**config.mk**
```make
export PLATFORM = sky130hd
export DESIGN_NAME = slave_demux
export DESIGN_NICKNAME = d
export VERILOG_FILES = /design/src/rtl/slave_demux.sv
export SDC_FILE = /design/constraint.sdc
export NUM_CORES = 1
export LEC_CHECK = 0
export ABC_AREA = 1
export ABC_CLOCK_PERIOD_IN_PS = 1450
export CAP_MARGIN = 20
export CORE_MARGIN = 8
export CORE_UTILIZATION = 49
export DETAILED_ROUTE_END_ITERATION = 10
export DONT_BUFFER_PORTS = 1
export PLACE_DENSITY = 0.66
export SETUP_SLACK_MARGIN = 0.15
export SYNTH_ARGS = -nofsm -noshare
export SYNTH_HDL_FRONTEND = slang
export SYNTH_SLANG_ARGS = --single-unit
```
**constraint.sdc**
```tcl
create_clock -name clk -period 1.45 [get_ports clk]
set_clock_uncertainty 0.05 [all_clocks]
set_input_delay 0.3625 -clock clk [delete_from_list [all_inputs] [get_ports clk]]
set_output_delay 0.3625 -clock clk [all_outputs]
set_load 0.005 [all_outputs]
```
**src/rtl/slave_demux.sv**
```systemverilog
// -----------------------------------------------------------------------------
// slave_demux
//   Slave-side router. One master port fans out to two slave ports. Each
//   request is steered by the top address bits. It is held on the chosen slave
//   until that slave acks, and the result is returned to the master as a
//   one-cycle response. A watchdog aborts requests that are never acked.
//
// Ports
//   clk, rst_n                    clock (posedge) / asynchronous active-low reset
//   i_master_req/addr/cmd/wdata   request from the master (cmd: 1=write, 0=read)
//   o_master_ack/rdata/err        one-cycle response; err = unmapped or timeout
//   o_slave_k_req/addr/cmd/wdata  request to slave k (k=1: sel==0, k=2: sel==1)
//   i_slave_k_ack/rdata           ack and read data from slave k
//
// Every output comes straight from a flop.
// -----------------------------------------------------------------------------
module slave_demux #(
  parameter int N               = 32,
  parameter int bits_addr_slave = 1,
  parameter int TIMEOUT         = 16
) (
  input  logic         clk,
  input  logic         rst_n,
  // master port
  input  logic         i_master_req,
  input  logic [N-1:0] i_master_addr,
  input  logic         i_master_cmd,
  input  logic [N-1:0] i_master_wdata,
  output logic         o_master_ack,
  output logic [N-1:0] o_master_rdata,
  output logic         o_master_err,
  // slave 1 (select == 0)
  output logic         o_slave_1_req,
  output logic [N-1:0] o_slave_1_addr,
  output logic         o_slave_1_cmd,
  output logic [N-1:0] o_slave_1_wdata,
  input  logic         i_slave_1_ack,
  input  logic [N-1:0] i_slave_1_rdata,
  // slave 2 (select == 1)
  output logic         o_slave_2_req,
  output logic [N-1:0] o_slave_2_addr,
  output logic         o_slave_2_cmd,
  output logic [N-1:0] o_slave_2_wdata,
  input  logic         i_slave_2_ack,
  input  logic [N-1:0] i_slave_2_rdata
);

  // With the watchdog disabled, keep a 1-bit counter so the declaration stays
  // legal. It is never incremented in that case.
  localparam int WD_W = (TIMEOUT > 0) ? $clog2(TIMEOUT + 1) : 1;

  typedef enum logic [1:0] {
    ST_IDLE,
    ST_BUSY,
    ST_RESP
  } state_t;

  typedef struct packed {
    logic         req;
    logic [N-1:0] addr;
    logic         cmd;
    logic [N-1:0] wdata;
  } slv_req_t;

  state_t                     r_state,     w_state_nxt;
  logic                       r_to_s2,     w_to_s2_nxt;
  logic [WD_W-1:0]            r_wd,        w_wd_nxt;
  slv_req_t                   r_s1,        w_s1_nxt;
  slv_req_t                   r_s2,        w_s2_nxt;
  logic                       r_ack,       w_ack_nxt;
  logic [N-1:0]               r_rdata,     w_rdata_nxt;
  logic                       r_err,       w_err_nxt;

  logic [bits_addr_slave-1:0] w_sel;
  slv_req_t                   w_req_in;
  logic                       w_slv_ack;
  logic [N-1:0]               w_slv_rdata;
  logic                       w_timeout;

  assign w_sel    = i_master_addr[N-1 -: bits_addr_slave];
  assign w_req_in = '{req: 1'b1, addr: i_master_addr, cmd: i_master_cmd,
                      wdata: i_master_wdata};

  // Only the latched target's ack counts. The other slave's ack is ignored.
  assign w_slv_ack   = r_to_s2 ? i_slave_2_ack   : i_slave_1_ack;
  assign w_slv_rdata = r_to_s2 ? i_slave_2_rdata : i_slave_1_rdata;

  // r_wd holds the number of completed BUSY cycles. The abort fires on the
  // edge that ends the TIMEOUT-th one.
  assign w_timeout = (TIMEOUT > 0) && (r_wd == WD_W'(TIMEOUT - 1));

  always_comb begin
    // NOTE: every signal written here gets a default first, so no path can
    // leave one unassigned and infer a latch.
    w_state_nxt = r_state;
    w_to_s2_nxt = r_to_s2;
    w_wd_nxt    = '0;
    w_s1_nxt    = '0;
    w_s2_nxt    = '0;
    w_ack_nxt   = 1'b0;
    w_rdata_nxt = '0;
    w_err_nxt   = 1'b0;

    unique case (r_state)
      ST_IDLE: begin
        if (i_master_req) begin
          w_to_s2_nxt = (w_sel == bits_addr_slave'(1));
          if (w_sel == '0) begin
            w_s1_nxt    = w_req_in;
            w_state_nxt = ST_BUSY;
          end else if (w_sel == bits_addr_slave'(1)) begin
            w_s2_nxt    = w_req_in;
            w_state_nxt = ST_BUSY;
          end else begin
            // Unmapped select: answer with an error, no slave is touched.
            w_ack_nxt   = 1'b1;
            w_err_nxt   = 1'b1;
            w_state_nxt = ST_RESP;
          end
        end
      end

      ST_BUSY: begin
        if (w_slv_ack) begin
          // An ack wins over a timeout that falls on the same edge.
          w_ack_nxt   = 1'b1;
          w_rdata_nxt = w_slv_rdata;
          w_state_nxt = ST_RESP;
        end else if (w_timeout) begin
          w_ack_nxt   = 1'b1;
          w_err_nxt   = 1'b1;
          w_state_nxt = ST_RESP;
        end else begin
          // The non-selected slave register is already zero, so holding
          // both registers keeps only the target active.
          w_s1_nxt = r_s1;
          w_s2_nxt = r_s2;
          w_wd_nxt = (TIMEOUT > 0) ? r_wd + WD_W'(1) : '0;
        end
      end

      ST_RESP: begin
        // The master request is not sampled here. The master updates it
        // after seeing the ack.
        w_state_nxt = ST_IDLE;
      end

      default: begin
        w_state_nxt = ST_IDLE;
      end
    endcase
  end

  // NOTE: sequential state uses non-blocking assignments only, so every flop
  // samples the values from before the edge.
  always_ff @(posedge clk or negedge rst_n) begin
    if (!rst_n) begin
      r_state <= ST_IDLE;
      r_to_s2 <= 1'b0;
      r_wd    <= '0;
      r_s1    <= '0;
      r_s2    <= '0;
      r_ack   <= 1'b0;
      r_rdata <= '0;
      r_err   <= 1'b0;
    end else begin
      r_state <= w_state_nxt;
      r_to_s2 <= w_to_s2_nxt;
      r_wd    <= w_wd_nxt;
      r_s1    <= w_s1_nxt;
      r_s2    <= w_s2_nxt;
      r_ack   <= w_ack_nxt;
      r_rdata <= w_rdata_nxt;
      r_err   <= w_err_nxt;
    end
  end

  assign o_master_ack    = r_ack;
  assign o_master_rdata  = r_rdata;
  assign o_master_err    = r_err;

  assign o_slave_1_req   = r_s1.req;
  assign o_slave_1_addr  = r_s1.addr;
  assign o_slave_1_cmd   = r_s1.cmd;
  assign o_slave_1_wdata = r_s1.wdata;

  assign o_slave_2_req   = r_s2.req;
  assign o_slave_2_addr  = r_s2.addr;
  assign o_slave_2_cmd   = r_s2.cmd;
  assign o_slave_2_wdata = r_s2.wdata;

endmodule

```
# After elaboration in Yosys (flattened, before gate mapping)
# Cells that the tools add are included.
# word_totals
out_inout_bits	166
wordCells	46
input_bits	134
reg_bits	174
# classes
muxes	24
reduce_logical	3
n_addsub	1
eq_ne	4
# ops
cell	count
66-bit two-way mux	6
66-bit one-hot mux with 2 select lines	2
32-bit two-way mux	3
5-bit two-way mux	3
1-bit two-way mux	6
2-bit two-way mux	3
5-bit by 1-bit adder with 5-bit output, second input constant	1
5-bit by 4-bit == test with 1-bit output, second input constant	1
2-bit one-hot mux with 2 select lines	1
2-bit AND reduction	2
3-bit != test, second input constant	1
2-bit by 1-bit == test with 1-bit output, second input constant	1
2-bit zero test	1
2-bit != test, second input constant	1

# Logic depth before layout (Yosys ltp)
# Gate-level depths: netlist of the first run.
# logic_depth
word_depth	4
mapped_depth	9
mapped_depth_nobuf	6

# Worst setup path after synthesis of the first run
# No wires, ideal clock.
# synth_path
path_kind	register to register
startpoint	register r_wd[0]
endpoint	register r_s1, in the netlist o_slave_1_wdata[11]
t_arrival_ps	1377
path_stages_with_launch	7
path_slack_ps	-42
path_buffers	2
cell_sequence	dfrtp_1 -> ha_1 -> nand4_2 -> buf_2 -> buf_1 -> nand3_1 -> nand2_1
# synth_via
elab_chain_cells	2
# synth_rtl
element	line_no	source
from (decl)	67	logic [WD_W-1:0] r_wd, w_wd_nxt;
from (signal assigned)	169	r_wd <= w_wd_nxt;
5-bit by 4-bit == test with 1-bit output	90	assign w_timeout = (TIMEOUT > 0) && (r_wd == WD_W'(TIMEOUT - 1));
3-bit != test (no line)	--	
to (signal assigned)	170	r_s1 <= w_s1_nxt;
to (decl)	68	slv_req_t r_s1, w_s1_nxt;
# No other way between the ends.
# A chain may end at the register's enable or synchronous reset.

# Worst setup path after layout of the first run
# layout_path
startpoint	register r_wd[1]
endpoint	register r_s2, in the netlist o_slave_2_wdata[16]
# layout_via
elab_chain_cells	2
# layout_rtl
element	line_no	source
5-bit by 4-bit == test with 1-bit output	90	
3-bit != test (no line)	--	
to (signal assigned)	171	r_s2 <= w_s2_nxt;
to (decl)	69	slv_req_t r_s2, w_s2_nxt;
# No other way between the ends.

==> results.cfg, run 1 <==
[synth]
netlist_area_um2 = 6820
synth-main-ff-cell = dfrtp_1
synth_cells = 748
async_flop_share_pct = 100
yosys_warnings = 0
ys_seq_elements = 172
ys_top_cells_by_area = dfrtp_1 (63%), nand2_1 (18%), nand3_1 (9.7%)
yosysTopAreaCell = dfrtp_1
yosysUniqueCellTypes = 20
synth_top_cell_area_share_pct = 63.1
syn_nets = 883
syn_avg_cell_area_um2 = 9.12
synthTopCellsByCount = nand2_1 (330), dfrtp_1 (172), nand3_1 (132)
post-synth-top-count-cell = nand2_1
synth_edf_count = 0
yosysSeqAreaShare_pct = 63.1

[die]
die-area_um2 = 18000
fp.dieH_um = 134
start_util_pct = 49.7
num_rows = 43
core_area_um2 = 13700
die_w_um = 134
io_pins = 300

[placement]
dp_cells = 897
globalplace.congestion = 0.803
dp_hpwl_mm = 14.0
portBuffers = 0

[power]
p_int_w = 0.0100
leakage_nw = 4.61
power_switching_w = 0.00451
sw_frac_of_total_pct = 31.0
vdd_drop_max_mv = 0.819
p_comb_share_pct = 23.0
sequentialPowerShare_pct = 44.4
p_clk_share_pct = 32.6
powerDensity_nw_per_um2 = 1660

[min_path]
hold_class = primary input to asynchronous set/reset pin

[flow_run]
max_cap_violations = 0

[detailed_routing]
via_per_inst = 5.58
drtIter0Drc = 431
drc = 0
num_vias = 5624
wl_per_cell_um = 20.7
wl_mm = 20.9
first_pass_iters = 5
ant_nets = 0

[sta]
holdWs_ns = -0.415
tns_ns = 0
hold_violations = 172
timing.fmax_mhz = 731
drv_slew = 0
rsz0062_at_grt = true
period_minus_slack_ns = 1.37
period_share_pct = 94.3
setup_viol = 0

[clocking]
h-tree-depth = 4
clk_latency_ns = 0.42
cts_tree = done
cts_buffer_depth = 2
cts-root-buf = clkbuf_16
cts_buffers = 17
clock_sinks = 172
path_clk_slew_ns = 0.06

[grt]
grt_max_degree = 173
grt_overflow_total = 0
first_global_vias = 5580
antenna_found_initial = 0
grt_pass1_wl_mm = 31.5
track_usage_pct = 22.6

[worst_setup_path]
cp.arrival_ns = 1.63
cp-start-kind = register
cp.required_ns = 1.71
worstPathMaxFanout = 18
worstSetupPathType = register to register
end_kind = register

[layout]
nNetsFinal = 949
drive_gt1_share_pct = 10.5
fill_cells = 1074
stdcell_count = 1007
antennaDiodeCount = 0
area_delta_synth_final_pct = 28.3

[status]
failed_checks = negative hold slack
status = complete, but fails checks
cell usage in the layout, fill, tap and decap left out:
cell type | netlist | routed
o21ai_0 | 2 | 1
nand4_4 | 0 | 1
o21ai_1 | 0 | 1
clkinvlp_4 | 0 | 2
a21oi_1 | 33 | 33
buf_4 | 3 | 13
nand2_2 | 1 | 3
inv_2 | 1 | 1
buf_6 | 9 | 1
dfrtp_1 | 172 | 172
xor2_1 | 1 | 1
clkbuf_16 | 0 | 19
bufbuf_16 | 0 | 2
buf_16 | 0 | 4
dlygate4sd3_1 | 0 | 60
clkbuf_1 | 16 | 2
nand3_2 | 0 | 6
inv_1 | 8 | 8
buf_12 | 0 | 18
clkinv_4 | 0 | 3
nand3_1 | 132 | 126
nor2_4 | 1 | 3
bufinv_16 | 0 | 3
clkbuf_8 | 0 | 5
buf_8 | 0 | 1
ha_4 | 0 | 1
conb_1 | 1 | 1
nand2_1 | 330 | 328
nor2_2 | 0 | 1
nor2_1 | 9 | 6
xnor2_1 | 1 | 1
power groups by stage:
| stage | clock network [W] | registers [W] | logic, W |
|---|---|---|---|
| 2_1_floorplan | 0 | 0.00621 | 0.00204 |
| 3_3_place_gp | 0 | 0.00653 | 0.00272 |
| 3_5_place_dp | 0 | 0.00656 | 0.00285 |
| 4_1_cts | 0.00485 | 0.00647 | 0.00329 |
| 5_1_grt | 0.00502 | 0.00656 | 0.00370 |
| 6_report | 0.00474 | 0.00646 | 0.00335 |
registers in the layout (all words and copies together) (netlist names):
register / count
o_master_ack: 1
o_slave_1_cmd: 1
r_state: 2
o_slave_1_req: 1
o_slave_2_cmd: 1
o_master_err: 1
r_wd: 5
o_slave_2_addr: 31
r_to_s2: 1
o_slave_1_wdata: 32
o_slave_2_req: 1
o_slave_2_wdata: 32
o_slave_1_addr: 31
o_master_rdata: 32
worst max-delay path: stages (launching register included):
cell,delay [ns]
dfrtp_1,0.39
ha_4,0.16
nand4_4,0.12
buf_12,0.20
clkbuf_16,0.18
nand3_1,0.10
nand2_1,0.06
cell families after synthesis:
logic type	after synthesis	share of synthesized area, %
AO/OA/AOI/OAI	35	2.57
other	1	0.0550
flip-flops	172	63.1
adder cells (fa/ha/maj)	1	0.183
AND/OR/NAND/NOR	474	28.8
buffers and inverters	63	5.04
XOR/XNOR	2	0.257
area by class of cell:
type | count | area [um2] | area share [%]
Timing Repair Buffer | 101 | 1310 | 15.0
Clock buffer | 24 | 502 | 5.73
Sequential cell | 172 | 4300 | 49.2
Clock inverter | 8 | 131 | 1.50
Tap cell | 180 | 225 | 2.57
Multi-Input combinational cell | 513 | 2250 | 25.7
Inverter | 9 | 33.8 | 0.386
stage by stage:
stage	util [%]	total power, W	hold slack [ns]	setup WS [ns]	cell area [um2]
global route	63.8	0.0153	-0.440	0.0382	8750
detailed placement	52.3	0.00941	0.0219	0.0458	7170
CTS	62.8	0.0146	-0.434	0.0992	8610
finish	63.8	0.0146	-0.415	0.0825	8750
floorplan	-	0.00825	0.0169	0.155	6850
global placement	52.3	0.00926	0.0217	0.0983	7170
final timing paths:
kind | slack (ns) | endpoint | depth (start not counted) | start
max | 0.08 | o_slave_2_wdata[16] | 6 | r_wd[1]
max reg2reg | 0.08 | o_slave_2_wdata[16] | 6 | r_wd[1]
max in group asynchronous | 1.59 | o_master_rdata[29] | 0 | rst_n
min in group clk | 0.01 | o_slave_1_addr[27] | 2 | i_master_addr[27]
min | -0.41 | o_slave_2_wdata[18] | 0 | rst_n
min reg2reg | 0.46 | r_wd[4] | 2 | r_wd[4]
what timing repair did:
action	CTS	global route
hold buffers	59	1
resized for setup	5	11
buffers inserted	9	2
endpoints found under the setup margin	137	159
pin swaps	5	4
cloned	4	3
endpoints found under the hold margin	261	173
metal layers:
metal | track usage (%) | up-vias | part of all wire (%)
li1 | - | 2522 | -
met1 | 24.2 | 2733 | 35
met2 | 37.4 | 311 | 49
met3 | 9.84 | 58 | 12
met4 | 11.4 | 0 | 3.8
met5 | 0 | - | 0
Power figures use the tool's default switching activity.
==> run 2: changes to the inputs <==
Settings changed: CORE_UTILIZATION 49 to 55, PLACE_DENSITY 0.66 to not set, PLACE_DENSITY_LB_ADDON set to 0.3.
==> results.cfg, run 2 (synthesis results as in run 1) <==
[status]
status = complete, but fails checks
failed_checks = negative hold slack

[die]
die-area_um2 = 16200
core_area_um2 = 12100
die_w_um = 127
num_rows = 40
start_util_pct = 56.5
io_pins = 300
fp.dieH_um = 127

[sta]
period_minus_slack_ns = 1.39
drv_slew = 0
setup_viol = 0
rsz0062_at_grt = true
period_share_pct = 95.6
holdWs_ns = -0.414
tns_ns = 0
hold_violations = 172
timing.fmax_mhz = 721
setup_ws_ns = 0.0632

[grt]
antenna_found_initial = 0
track_usage_pct = 24.4
first_global_vias = 5507
grt_max_degree = 173
grt_pass1_wl_mm = 30.8
grt_overflow_total = 0

[clocking]
clock_sinks = 172
cts_tree = done
path_clk_slew_ns = 0.06
cts_buffers = 17
h-tree-depth = 4
cts-root-buf = clkbuf_16
cts_buffer_depth = 2
clk_latency_ns = 0.41

[detailed_routing]
wl_met2_mm = 11.5
maxUsedRoutingLayer = met4
wl_met1_mm = 7.49
num_vias = 5848
wl_met3_mm = 3.06
drtIter0Drc = 685
first_pass_iters = 5
drc = 0
wl_mm = 22.9
ant_nets = 0
wl_per_cell_um = 22.9
via_per_inst = 5.87

[worst_setup_path]
worstSetupPathType = register to register
cp.arrival_ns = 1.69
critPathBufInv = 2
rr_startpoint = r_state[1]
rr_endpoint = o_slave_2_addr[29]
max_stage_delay_ns = 0.38
ff2ff_path_depth = 7
cp_top_family = simple AND/OR/NAND/NOR gates
crit_top_cell = nand2_2
cp-start-kind = register
worstPathMaxFanout = 8
end_kind = register
crit_slowest_cell = dfrtp_1
reg2reg_slack_ns = 0.06
cp.required_ns = 1.75
crit_chain = nor2_2 -> nand2_2 -> nor2_4 -> buf_12 -> clkbuf_16 -> nand2_2 -> nand2_1

[layout]
fill_cells = 788
seq_area_um2 = 4310
antennaDiodeCount = 0
drive_gt1_share_pct = 18.2
mostFrequentLayoutCells = nand2_1 (274), dfrtp_1 (171), nand3_1 (115)
nNetsFinal = 952
design_area_um2 = 8990
area_delta_synth_final_pct = 31.9
layout_commonest_cell = nand2_1
multiInputGateArea_um2 = 2530

[min_path]
hold_class = primary input to asynchronous set/reset pin

[power]
vdd_drop_max_mv = 0.871
powerDensity_nw_per_um2 = 1610
leakage_nw = 4.65

[flow_run]
max_cap_violations = 0

[placement]
dp_hpwl_mm = 13.4
dpl_cell_area_um2 = 7090
place_ws_ns = 0.0700
portBuffers = 0
globalplace.congestion = 0.821
## run 2: cell types whose count changed in the layout (fill, tap and decap cells not counted), sizes merged
cell,delta
clkbuf,+7
buf,-6
dlygate4sd3,+4
bufinv,-2
bufbuf,-1
## run 2: stage by stage
step                      util, %  std cells  total power, W
after floorplan                 -        748         0.00825
after global placement       58.8        881         0.00918
after detailed placement     58.8        881         0.00931
after CTS                    67.9        965          0.0138
after global routing         74.6        997          0.0152
final                        74.6        997          0.0145
## run 2: metal layers
| layer | global-route usage [%] | up-vias |
|---|---|---|
| li1 | - | 2525 |
| met1 | 26.2 | 2868 |
| met2 | 40.4 | 397 |
| met3 | 11.8 | 58 |
| met4 | 10.2 | 0 |
| met5 | 0 | - |
## run 2: power by group
part | internal (W) | switching, W
registers | 0.00567 | 0.000838
logic | 0.00164 | 0.00217
clock network | 0.00244 | 0.00176
total | 0.00975 | 0.00476
## run 2: worst reg2reg max path, cell delays in order (launching register included)
cell	delay (ns)
dfrtp_1	0.38
nor2_2	0.12
nand2_2	0.11
nor2_4	0.16
buf_12	0.18
clkbuf_16	0.19
nand2_2	0.06
nand2_1	0.08
## run 2: layout make-up
cell class                 instances  area share [%]
clock buffer                      25            5.29
timing repair buffer             104            15.3
clock inverter                     6           0.709
multi-input combinational        513            28.2
tap                              168            2.34
sequential                       172            47.9
inverter                           9           0.376
## run 2: worst max-delay path by stage
stage               startpoint             endpoint  slack (ns)  cells past startpoint
floorplan              r_wd[0]   o_slave_1_wdata[0]        0.15                      6
global placement       r_wd[0]              r_wd[3]        0.13                      5
detailed placement  r_state[0]  o_slave_2_wdata[21]        0.07                      6
CTS                 r_state[0]    o_slave_2_addr[9]        0.05                      7
global route           r_to_s2  o_slave_1_wdata[21]       -0.07                      8
finish              r_state[1]   o_slave_2_addr[29]        0.06                      7
## run 2: timing repair
action                     4_1_cts  5_1_grt
buffers inserted                 4        3
pin swaps                        3       28
hold endpoints to repair       237      188
resized for setup                4      101
cloned                           1       13
setup endpoints to repair      137      151
hold buffers                    48       16
==> run 3: changes to the inputs <==
Settings changed: CAP_MARGIN 20 to 25, CORE_UTILIZATION 55 to 45, SKIP_CTS_REPAIR_TIMING set to 1.
==> results.cfg, run 3 (synthesis results as in run 1) <==
[status]
status = complete, but fails checks
failed_checks = negative hold slack

[layout]
layout_commonest_cell = nand2_1
drive_gt1_share_pct = 10.5
area_delta_synth_final_pct = 19.2
stdcell_count = 962
antennaDiodeCount = 0
nNetsFinal = 897
fill_cells = 1319
mostFrequentLayoutCells = nand2_1 (328), dfrtp_1 (172), nand3_1 (132)

[worst_setup_path]
crit_slowest_cell = dfrtp_1
critPathBufInv = 2
rr_endpoint = o_slave_1_wdata[9]
ff2ff_path_depth = 7
worstPathMaxFanout = 13
reg2reg_slack_ns = 0.11
cp.required_ns = 1.75
crit_top_cell = nand2_1
cp_top_family = simple AND/OR/NAND/NOR gates
cp-startpoint = r_state[0]
cp-start-kind = register
rr_startpoint = r_state[0]
cp.arrival_ns = 1.64
cp.depth = 7
crit_chain = nor2_2 -> nand2_2 -> nor2_4 -> buf_4 -> clkbuf_16 -> nand2_1 -> nand2_1
crit_path_end = o_slave_1_wdata[9]
max_stage_delay_ns = 0.38
end_kind = register
worstSetupPathType = register to register

[die]
io_pins = 300
fp.dieH_um = 139
start_util_pct = 45.4
die-area_um2 = 19400
num_rows = 45
core_area_um2 = 15000
die_w_um = 139

[grt]
grt_overflow_total = 0
track_usage_pct = 19.1
grt_max_degree = 173
first_global_vias = 5011
antenna_found_initial = 0
grt_pass1_wl_mm = 29.1

[detailed_routing]
drc = 0
wl_per_cell_um = 21.2
wl_mm = 20.4
drtIter0Drc = 351
first_pass_iters = 4
via_per_inst = 5.49
num_vias = 5282
ant_nets = 0

[clocking]
cts-root-buf = clkbuf_16
path_clk_slew_ns = 0.07
cts_tree = done
cts_buffers = 17
clock_sinks = 172
cts_buffer_depth = 2
h-tree-depth = 4
clk_latency_ns = 0.41

[power]
vdd_drop_max_mv = 0.859
leakage_nw = 4.35
powerDensity_nw_per_um2 = 1740

[sta]
setup_viol = 0
hold_violations = 172
holdWs_ns = -0.413
tns_ns = 0
period_share_pct = 92.3
drv_slew = 0
period_minus_slack_ns = 1.34
rsz0062_at_grt = true
timing.fmax_mhz = 747

[placement]
dp_hpwl_mm = 13.7
dp_cells = 902
portBuffers = 0
globalplace.congestion = 0.843

[min_path]
hold_class = primary input to asynchronous set/reset pin

[flow_run]
max_cap_violations = 0
run 3: cell count changes in the layout (fill, tap and decap cells not counted), sizes merged:
cell         change
bufinv           +1
bufbuf           -1
inv              +1
buf              +2
clkbuf           -3
clkinv           +1
dlygate4sd3     -56
run 3: per-stage QoR:
stage	cell area, um2	utilization, %	total power, W	hold WS [ns]	setup WS [ns]
global route	8130	54.1	0.0149	-0.437	0.0178
finish	8130	54.1	0.0141	-0.413	0.111
floorplan	6850	-	0.00825	0.0169	0.155
CTS	7700	51.2	0.0138	-0.427	0.0515
detailed placement	7110	47.3	0.00927	0.0215	0.0556
global placement	7110	47.3	0.00913	0.0219	0.0905
run 3: area by class of cell:
type                            count  area (um2)  area share (%)
Sequential cell                   172        4300            53.0
Inverter                            9        33.8           0.416
Tap cell                          188         235            2.89
Multi-Input combinational cell    513        2220            27.3
Clock buffer                       22         484            5.96
Timing Repair Buffer               49         742            9.13
Clock inverter                      9         111            1.37
run 3: worst min path at each step:
stage           from                   to  slack (ns)
4_1_cts        rst_n  o_slave_1_wdata[12]       -0.43
3_3_place_gp   rst_n  o_slave_2_wdata[14]        0.02
6_report       rst_n  o_slave_1_wdata[15]       -0.41
5_1_grt        rst_n  o_slave_1_wdata[30]       -0.44
3_5_place_dp   rst_n  o_slave_2_wdata[14]        0.02
2_1_floorplan  rst_n         o_master_ack        0.02
run 3: power by group:
group | leakage (nW) | internal [W] | switching [W]
combinational | 1.71 | 0.00129 | 0.00187
sequential | 2.35 | 0.00566 | 0.000773
clock | 0.289 | 0.00272 | 0.00181
total | 4.35 | 0.00967 | 0.00446
run 3: per-layer routing:
layer / up-vias / global-route usage, % / part of all wire (%)
met3: 28 / 9.81 / 12
met1: 2570 / 21.5 / 37
met5: - / 0 / 0
li1: 2409 / - / -
met2: 275 / 30.6 / 49
met4: 0 / 6.99 / 1.9
run 3: worst reg2reg max path, delay by kind of cell, from the launching register on:
family,cells,cell delay [ns]
buf+inv,2,0.32
flops,1,0.38
simple gates,5,0.53
